**config.mk**
```make
export PLATFORM = sky130hd
export DESIGN_NAME = servo_pwm
export DESIGN_NICKNAME = d
export VERILOG_FILES = /design/src/rtl/servo_pkg.sv /design/src/rtl/tick_edge.sv /design/src/rtl/servo_pwm.sv
export SDC_FILE = /design/constraint.sdc
export NUM_CORES = 1
export LEC_CHECK = 0
export CORE_MARGIN = 2
export CORE_UTILIZATION = 25
export DETAILED_ROUTE_END_ITERATION = 12
export PLACE_DENSITY = 0.48
export SKIP_CTS_REPAIR_TIMING = 1
export SYNTH_ARGS = -nofsm -noshare
export SYNTH_HDL_FRONTEND = slang
export SYNTH_HIERARCHICAL = 1
export SYNTH_SLANG_ARGS = --single-unit
```
**constraint.sdc**
```tcl
create_clock -name clock -period 3 [get_ports clock]
set_clock_uncertainty 0.2 [all_clocks]
set_input_delay 0.6 -clock clock [delete_from_list [all_inputs] [get_ports clock]]
set_output_delay 0.6 -clock clock [all_outputs]
set_load 0.05 [all_outputs]
```
**src/rtl/servo_pkg.sv**
```systemverilog
// servo_pkg: shared types and constants for the servo PWM generator.
//   - state_t      : servo FSM state encoding
//   - CNT_W        : width of the tick counter and pulse-width registers
//   - DEF_*        : default frame/pulse geometry and command width
//   - clamp_width(): MIN + min(cmd, span), all unsigned CNT_W arithmetic
package servo_pkg;

  typedef enum logic [1:0] {
    IDLE  = 2'd0,
    RUN   = 2'd1,
    DRAIN = 2'd2
  } state_t;

  localparam int CNT_W            = 16;
  localparam int DEF_PERIOD_TICKS = 20000;
  localparam int DEF_MIN_WIDTH    = 1000;
  localparam int DEF_MAX_WIDTH    = 2000;
  localparam int DEF_CMD_W        = 11;

  // High time for a command: offset above the minimum, saturated at the span.
  function automatic logic [CNT_W-1:0] clamp_width(
    input logic [CNT_W-1:0] cmd_ext,
    input logic [CNT_W-1:0] min_w,
    input logic [CNT_W-1:0] span_w
  );
    return min_w + ((cmd_ext > span_w) ? span_w : cmd_ext);
  endfunction

endpackage

```
**src/rtl/tick_edge.sv**
```systemverilog
// tick_edge: registered rising-edge detector for multi-cycle strobes such as
// the pulse block's tick window. One rise per low-to-high transition.
// Ports:
//   clock : clock
//   reset : synchronous active-high reset (clears the history bit)
//   in    : level input
//   rise  : in & ~in_delayed; high in the first cycle in is seen high
module tick_edge (
  input  logic clock,
  input  logic reset,
  input  logic in,
  output logic rise
);

  logic in_q_r;

  // History bit; cleared in reset so a level already high afterwards still
  // produces an edge.
  always_ff @(posedge clock) begin
    if (reset) begin
      in_q_r <= 1'b0;
    end else begin
      in_q_r <= in;
    end
  end

  assign rise = in & ~in_q_r;

endmodule

```
**src/rtl/servo_pwm.sv**
```systemverilog
// servo_pwm: fixed-period servo frame generator driven by a tick timebase.
// The high time comes from a position command taken over valid/ready into a
// one-deep pending slot, and only moves into the active width at a frame
// boundary so a pulse is never altered mid-frame.
// Ports:
//   clock, reset       : clock, synchronous active-high reset
//   enable             : run request (ignored while draining a pulse)
//   tick               : timebase window, edge-detected to one event per tick
//   cmd, cmd_valid     : position offset above MIN_WIDTH and its valid
//   cmd_ready          : pending slot empty
//   pwm                : registered servo drive
//   frame_start        : one-cycle strobe at each frame boundary
//   clamp_event        : one-cycle strobe after accepting an out-of-range cmd
module servo_pwm
  import servo_pkg::*;
#(
  parameter int PERIOD_TICKS = DEF_PERIOD_TICKS,
  parameter int MIN_WIDTH    = DEF_MIN_WIDTH,
  parameter int MAX_WIDTH    = DEF_MAX_WIDTH,
  parameter int CMD_W        = DEF_CMD_W
) (
  input  logic             clock,
  input  logic             reset,
  input  logic             enable,
  input  logic             tick,
  input  logic [CMD_W-1:0] cmd,
  input  logic             cmd_valid,
  output logic             cmd_ready,
  output logic             pwm,
  output logic             frame_start,
  output logic             clamp_event
);

  localparam logic [CNT_W-1:0] LAST_TICK = CNT_W'(PERIOD_TICKS - 1);
  localparam logic [CNT_W-1:0] MIN_W     = CNT_W'(MIN_WIDTH);
  localparam logic [CNT_W-1:0] SPAN_W    = CNT_W'(MAX_WIDTH - MIN_WIDTH);
  localparam logic [CNT_W-1:0] RESET_W   = CNT_W'((MIN_WIDTH + MAX_WIDTH) / 2);
  localparam logic [CNT_W-1:0] ZERO_W    = {CNT_W{1'b0}};

  state_t            state_r, state_s;
  logic [CNT_W-1:0]  count_r, count_s, count_inc_s;
  logic [CNT_W-1:0]  active_r, active_s;
  logic [CNT_W-1:0]  pend_r, pend_s;
  logic              pend_valid_r, pend_valid_s;
  logic              pwm_r, pwm_s;
  logic              frame_start_r, frame_start_s;
  logic              clamp_r, clamp_s;
  logic              tick_ev_s, accept_s, boundary_s;
  logic [CNT_W-1:0]  cmd_ext_s, width_s;

  tick_edge u_tick_edge (
    .clock (clock),
    .reset (reset),
    .in    (tick),
    .rise  (tick_ev_s)
  );

  assign cmd_ext_s   = CNT_W'(cmd);
  assign width_s     = clamp_width(cmd_ext_s, MIN_W, SPAN_W);
  assign accept_s    = cmd_valid & ~pend_valid_r;
  assign clamp_s     = accept_s & (cmd_ext_s > SPAN_W);
  assign count_inc_s = tick_ev_s ? (count_r + CNT_W'(1)) : count_r;

  // Next-state logic: FSM, tick counter, width registers and strobes.
  always_comb begin
    state_s       = state_r;
    count_s       = count_r;
    pwm_s         = 1'b0;
    frame_start_s = 1'b0;
    active_s      = active_r;
    pend_s        = pend_r;
    pend_valid_s  = pend_valid_r;
    boundary_s    = 1'b0;

    case (state_r)
      IDLE: begin
        count_s = ZERO_W;
        if (enable) begin
          state_s    = RUN;
          boundary_s = 1'b1;
        end else begin
          state_s = IDLE;
        end
      end
      RUN, DRAIN: begin
        if ((state_r == RUN) && enable) begin
          if (tick_ev_s && (count_r == LAST_TICK)) begin
            boundary_s = 1'b1;
          end else begin
            count_s = count_inc_s;
            pwm_s   = (count_inc_s < active_r);
          end
        end else if (pwm_r) begin
          // Pulse already on the wire: let it run to its full width.
          if (count_inc_s >= active_r) begin
            state_s = IDLE;
            count_s = ZERO_W;
          end else begin
            state_s = DRAIN;
            count_s = count_inc_s;
            pwm_s   = 1'b1;
          end
        end else begin
          state_s = IDLE;
          count_s = ZERO_W;
        end
      end
      default: begin
        state_s = IDLE;
        count_s = ZERO_W;
      end
    endcase

    // Boundary consumes only what was pending before this cycle; a command
    // accepted now waits for the next boundary.
    if (boundary_s) begin
      count_s       = ZERO_W;
      frame_start_s = 1'b1;
      if (pend_valid_r) begin
        active_s     = pend_r;
        pend_valid_s = 1'b0;
      end else begin
        active_s = active_r;
      end
      pwm_s = (ZERO_W < active_s);
    end else begin
      frame_start_s = 1'b0;
    end

    if (accept_s) begin
      pend_s       = width_s;
      pend_valid_s = 1'b1;
    end else begin
      pend_s = pend_r;
    end
  end

  // State registers with synchronous reset.
  always_ff @(posedge clock) begin
    if (reset) begin
      state_r       <= IDLE;
      count_r       <= ZERO_W;
      active_r      <= RESET_W;
      pend_r        <= ZERO_W;
      pend_valid_r  <= 1'b0;
      pwm_r         <= 1'b0;
      frame_start_r <= 1'b0;
      clamp_r       <= 1'b0;
    end else begin
      state_r       <= state_s;
      count_r       <= count_s;
      active_r      <= active_s;
      pend_r        <= pend_s;
      pend_valid_r  <= pend_valid_s;
      pwm_r         <= pwm_s;
      frame_start_r <= frame_start_s;
      clamp_r       <= clamp_s;
    end
  end

  assign cmd_ready   = ~pend_valid_r;
  assign pwm         = pwm_r;
  assign frame_start = frame_start_r;
  assign clamp_event = clamp_r;

endmodule

```
# After elaboration in Yosys (flattened, before gate mapping)

Cells that the tools add are included.

Add/sub/neg operators: 2
$lt $le $gt $ge: 4
Equal/unequal tests: 5
Muxes and demuxes: 26
Bitwise gates (word level): 6
Reductions and logical operators: 6

Operator list:

| operator                                                                | number |
|---|---|
| 16-bit two-way mux                                                      | 7 |
| 16-bit by 1-bit adder with 16-bit output, second input constant         | 1 |
| 16-bit by 15-bit equality test with 1-bit output, second input constant | 1 |
| 16-bit >= comparator                                                    | 1 |
| 1-bit by 16-bit < comparator with 1-bit output, first input constant    | 1 |
| 16-bit < comparator                                                     | 1 |
| 1-bit two-way mux                                                       | 13 |
| 10-bit by 11-bit adder with 12-bit output, first input constant         | 1 |
| 11-bit by 10-bit > comparator with 1-bit output, second input constant  | 1 |
| 11-bit two-way mux                                                      | 1 |
| 2-bit two-way mux                                                       | 3 |
| 2-bit != test, second input constant                                    | 2 |
| 2-bit case mux with 2 select lines                                      | 1 |
| 1-bit bitwise AND                                                       | 3 |
| 1-bit inverter                                                          | 3 |
| 3-bit OR reduction                                                      | 1 |
| 2-bit by 1-bit equality test with 1-bit output, second input constant   | 1 |
| 2-bit equality test, second input constant                              | 1 |
| 1-bit logical AND                                                       | 2 |
| 2-bit logical NOT                                                       | 1 |
| 1-bit case mux with 2 select lines                                      | 1 |
| 2-bit nonzero test                                                      | 1 |
| 2-bit OR reduction                                                      | 1 |

Register bits after elaboration: 55
Bits of input ports: 16
Output and inout port bits: 4
Logic and storage cells: 58

# Depth between registers and ports, before layout

Word-level depth: 9
Depth in mapped cells: 13
Mapped depth without buffers: 11

# Hierarchy

Netlist, hierarchy kept.

By module, submodules not included:

| module    | times used | cells each | area an instance (um^2) | sequential area each (um^2) |
|---|---|---|---|---|
| servo_pwm | 1          | 319        | 2,890.3                 | 1,001.0 |
| tick_edge | 1          | 3          | 47.5                    | 20.0 |

# Worst setup path after synthesis

No wires, ideal clock.

Path kind: input to register
Start point: input port tick
End point: register count_r[1]
Setup time: 124 ps
Data arrival time: 2,948 ps
Data required time: 2,676 ps
Setup slack: -273 ps
Cell stages on the path: 12
Path buffers: 2
Path through: nor2b_4 > buf_4 > nand3_1 > or3_4 > nor3_4 > xor2_1 > ha_1 > nand4_1 > o41a_1 > a41oi_2 > buf_6 > o32ai_1

Longest elaborated chain between the ends: 6
Elaborated cells between the ends (all ways): 13
Classes of those cells: order compare: 1; eq/ne: 1; mux: 8; bitwise: 1; reduce/logical: 2

RTL lines:

| what                                                                            | line                             | source |
|---|---|---|
| start, declared                                                                 | servo_pwm.sv:25                  | `input logic tick,` |
| 1-bit bitwise AND (*)                                                           | tick_edge.sv:27                  | `assign rise = in & ~in_q_r;` |
| 16-bit two-way mux / 1-bit logical AND (equally long branches)                  | servo_pwm.sv:62, servo_pwm.sv:87 |  |
| 16-bit >= comparator / 1-bit two-way mux (equally long branches)                | servo_pwm.sv:95, servo_pwm.sv:87 |  |
| 16-bit two-way mux / 1-bit two-way mux (equally long branches)                  | servo_pwm.sv:95, servo_pwm.sv:86 |  |
| 16-bit two-way mux / 1-bit case mux with 2 select lines (equally long branches) | servo_pwm.sv:93, servo_pwm.sv:75 |  |
| 16-bit two-way mux / 3-bit OR reduction (equally long branches)                 | -                                |  |
| end signal, assigned                                                            | servo_pwm.sv:151                 | `count_r <= count_s;` |
| end, declared                                                                   | servo_pwm.sv:41                  | `logic [CNT_W-1:0] count_r, count_s, count_inc_s;` |

Every way passes the cells marked *; elsewhere a longest branch is shown, timed or not. The select of a mux whose other input is x is not followed.
A chain may end at the register's enable or synchronous reset.

# Worst setup path in the final report

Start point: input port tick
End point: register count_r[1]

Longest elaborated chain between the ends: 6
Elaborated cells between the ends (all ways): 13
Classes of those cells: order compare: 1; eq/ne: 1; mux: 8; bitwise: 1; reduce/logical: 2

RTL lines:

| what                                                                            | line                             | source |
|---|---|---|
| 1-bit bitwise AND (*)                                                           | tick_edge.sv:27                  |  |
| net tick_ev_s                                                                   | servo_pwm.sv:48                  | `logic tick_ev_s, accept_s, boundary_s;` |
| 16-bit two-way mux / 1-bit logical AND (equally long branches)                  | servo_pwm.sv:62, servo_pwm.sv:87 |  |
| 16-bit >= comparator / 1-bit two-way mux (equally long branches)                | servo_pwm.sv:95, servo_pwm.sv:87 |  |
| 16-bit two-way mux / 1-bit two-way mux (equally long branches)                  | servo_pwm.sv:95, servo_pwm.sv:86 |  |
| 16-bit two-way mux / 1-bit case mux with 2 select lines (equally long branches) | servo_pwm.sv:93, servo_pwm.sv:75 |  |
| 16-bit two-way mux / 3-bit OR reduction (equally long branches)                 | -                                |  |

Mark *: on every way through the listed nets, which the timed path passes. The rest lies on a longest branch. The select of a mux whose other input is x is not followed.

==> flow_summary.json <==
{
  "dieWidth_um": 112,
  "p_seq_share_pct": 47.6,
  "cts_buffers": 5,
  "vias_per_cell": 4.89,
  "grt_util_met2_pct": 20.0,
  "r2r_slack_ns": -0.09,
  "cap_violations": 0,
  "min-delay-path-class": "register to register",
  "seq_area_frac_synth_pct": 34.8,
  "fin_crit_ns": 3.12,
  "power.share.combinational_pct": 14.5,
  "grt_usage_pct": 12.3,
  "synth-xor-area-share_pct": 6.22,
  "final_common_cell": "dfxtp_1",
  "dp_worst_setup_slack_ns": -0.730,
  "critPathLaunchType": "input pin",
  "initial_core_util_pct": 25.6,
  "totalWireLength_um": 7540,
  "final_cell_mix": "dfxtp_1, buf_4, nand2_1",
  "met1_usage_pct": 17.0,
  "max_freq_mhz": 320,
  "worst_ep_arrival_time_ns": 3.08,
  "cts_tree": "yes",
  "setup_viol": 17,
  "dp_hpwl_um": 5840,
  "fp.coreArea_mm2": 0.0115,
  "design.die.area_mm2": 0.0126,
  "top_usage_layer": "met2",
  "worstSetupPathType": "input pin to register",
  "hold_violations": 0,
  "grt_pass1_vias": 2519,
  "synth_top_family_by_area": "simple AND/OR/NAND/NOR gates",
  "clock_latency_ns": 0.29,
  "grtUsageMet3_pct": 1.73,
  "pwr_density_cell_mw_per_mm2": 389,
  "fill_cells": 1162,
  "crit_fanout": 5,
  "cts_root_buf": "clkbuf_16",
  "synth_adder_area_share_pct": 8.94,
  "ant_nets": 0,
  "overflow": 0,
  "layout_setup_ws_ns": -0.120,
  "status": "finished with violations",
  "drive_gt1_share_pct": 25.1,
  "vdd_ir_drop_max_mv": 0.229,
  "clkTransAtPathRegs_ns": 0.07,
  "violations": "setup timing",
  "timing.final.crit_share_pct": 104,
  "wl_per_cell_um": 14.4,
  "numPortBuffers": 19,
  "nets": 415,
  "post-route-util_pct": 33.6,
  "yosysUniqueCellTypes": 63,
  "synth.area.top_cells": "dfxtp_1, ha_1, nand4_1",
  "synthCells": 322,
  "place.gp.congestion": 0.806,
  "avgSynthCellArea_um2": 9.12,
  "io_pins": 20,
  "syn_to_final_growth_pct": 31.3,
  "ys_warn_count": 6,
  "yosysTopAreaCell": "dfxtp_1",
  "grt_pass1_wl_um": 12600,
  "internal-power_w": 0.00110,
  "synth_compound_area_share_pct": 16.3,
  "swShare_pct": 26.6,
  "dr.first_iter.drc_count": 125,
  "syn_area_mm2": 0.00294,
  "h-tree-depth": 2,
  "yosysTopAreaCellShare_pct": 34.8,
  "drc_errors": 0,
  "crit_required_ns": 2.96,
  "worstMarginPinSlew_ns": 0.622,
  "ys_ff_latch": 51,
  "p_leak_nw": 1.49,
  "grt_max_degree": 23,
  "cts.sinks": 51,
  "clockBufferDepth": 2,
  "drv_slew": 0,
  "synth-async-reset-ratio_pct": 0,
  "rsz0062_at_grt": "yes",
  "relSlewSlack_pct": 58.5,
  "antenna_found_initial": 0,
  "p_clk_share_pct": 37.9,
  "num_vias": 2551,
  "synthMuxAreaShare_pct": 0.341,
  "cp-end-kind": "register",
  "firstDrtPassIters": 4,
  "die_height_um": 112,
  "syn_nets": 359,
  "rows": 39,
  "synth_simple_gate_area_share_pct": 27.8,
  "synth-edff-count": 0,
  "insertedDiodeCount": 0,
  "synth_top_flop_cell": "dfxtp_1",
  "p_sw_w": 0.000399
}
## path summary, 6_finish.rpt
kind / start / endpoint / cells after the start
setup / recovery: tick / count_r[1] / 13
hold / removal: pend_r[2] / pend_r[2] / 2
setup reg to reg: count_r[0] / count_r[1] / 11
hold reg to reg: pend_r[2] / pend_r[2] / 2
## cells in the mapped netlist, types with 2 or more instances
| cell type | count |
|---|---|
| nor3b_1 | 12 |
| a21oi_1 | 17 |
| clkbuf_1 | 6 |
| inv_1 | 20 |
| nor4_1 | 10 |
| a211oi_1 | 2 |
| o32ai_1 | 2 |
| nand3_1 | 7 |
| and4_1 | 2 |
| o21a_1 | 2 |
| nand2b_1 | 2 |
| a31oi_1 | 5 |
| buf_6 | 4 |
| dfxtp_1 | 51 |
| ha_1 | 21 |
| nor2b_4 | 2 |
| nor2_1 | 13 |
| nand4_1 | 21 |
| xnor2_1 | 13 |
| o211ai_1 | 11 |
| nor3_4 | 2 |
| o21ai_0 | 11 |
| xor2_1 | 6 |
| nor2b_1 | 3 |
| and3_1 | 3 |
| o31ai_1 | 6 |
| nand2_1 | 24 |
| nor3_1 | 9 |
## routing by layer
metal,vias up,part of all wire [%]
met3,8,3.0
li1,1304,-
met1,1202,49
met4,0,1.4
met2,37,46
met5,-,0
## power by group through the flow
stage / logic, W / registers (W) / clock network [W]
2_1_floorplan: 0.000118 / 0.000734 / 0
3_3_place_gp: 0.000200 / 0.000732 / 0
3_5_place_dp: 0.000202 / 0.000732 / 0
4_1_cts: 0.000203 / 0.000716 / 0.000585
5_1_grt: 0.000239 / 0.000719 / 0.000613
6_report: 0.000217 / 0.000716 / 0.000570
## per-stage QoR
step	hold WS (ns)	total power (W)	area, µm²	cells	setup TNS (ns)
2_1_floorplan	0.243	0.000852	2970	322	-1.95
3_3_place_gp	0.266	0.000932	3540	511	-11.86
3_5_place_dp	0.269	0.000934	3540	511	-12.17
4_1_cts	0.280	0.00150	3690	519	-6.62
5_1_grt	0.299	0.00157	3860	522	-4.17
6_report	0.275	0.00150	3860	522	-1.69
## layout make-up
class	count	area (µm²)	area share, %
tap	143	179	4.64
inverter	21	78.8	2.04
multi-input combinational	237	1910	49.6
clock buffer	6	129	3.34
timing repair buffer	62	526	13.6
sequential	51	1020	26.5
clock inverter	2	12.5	0.324
## registers in the layout, indices dropped and copies added, names as in the netlist, 2 cells and up
name / flops
state_r: 2
pend_r: 12
count_r: 16
active_r: 16
## kinds of logic after synthesis
group           after synthesis
compound gates               67
xor+xnor                     20
flops                        51
buf+inv                      34
simple gates                128
mux                           1
fa+ha+maj                    21
## worst max-delay path, cell delays in order
cell and delay [ns]:
buf_6 0.07, nor2b_4 0.15, buf_4 0.12, nand2_2 0.06, nor3_4 0.26, and4_4 0.27
xor2_2 0.07, ha_1 0.30, nand4_2 0.14, o41a_1 0.49, a41oi_4 0.31, buf_6 0.17
o32ai_1 0.08
Power figures use the tool's default switching activity.
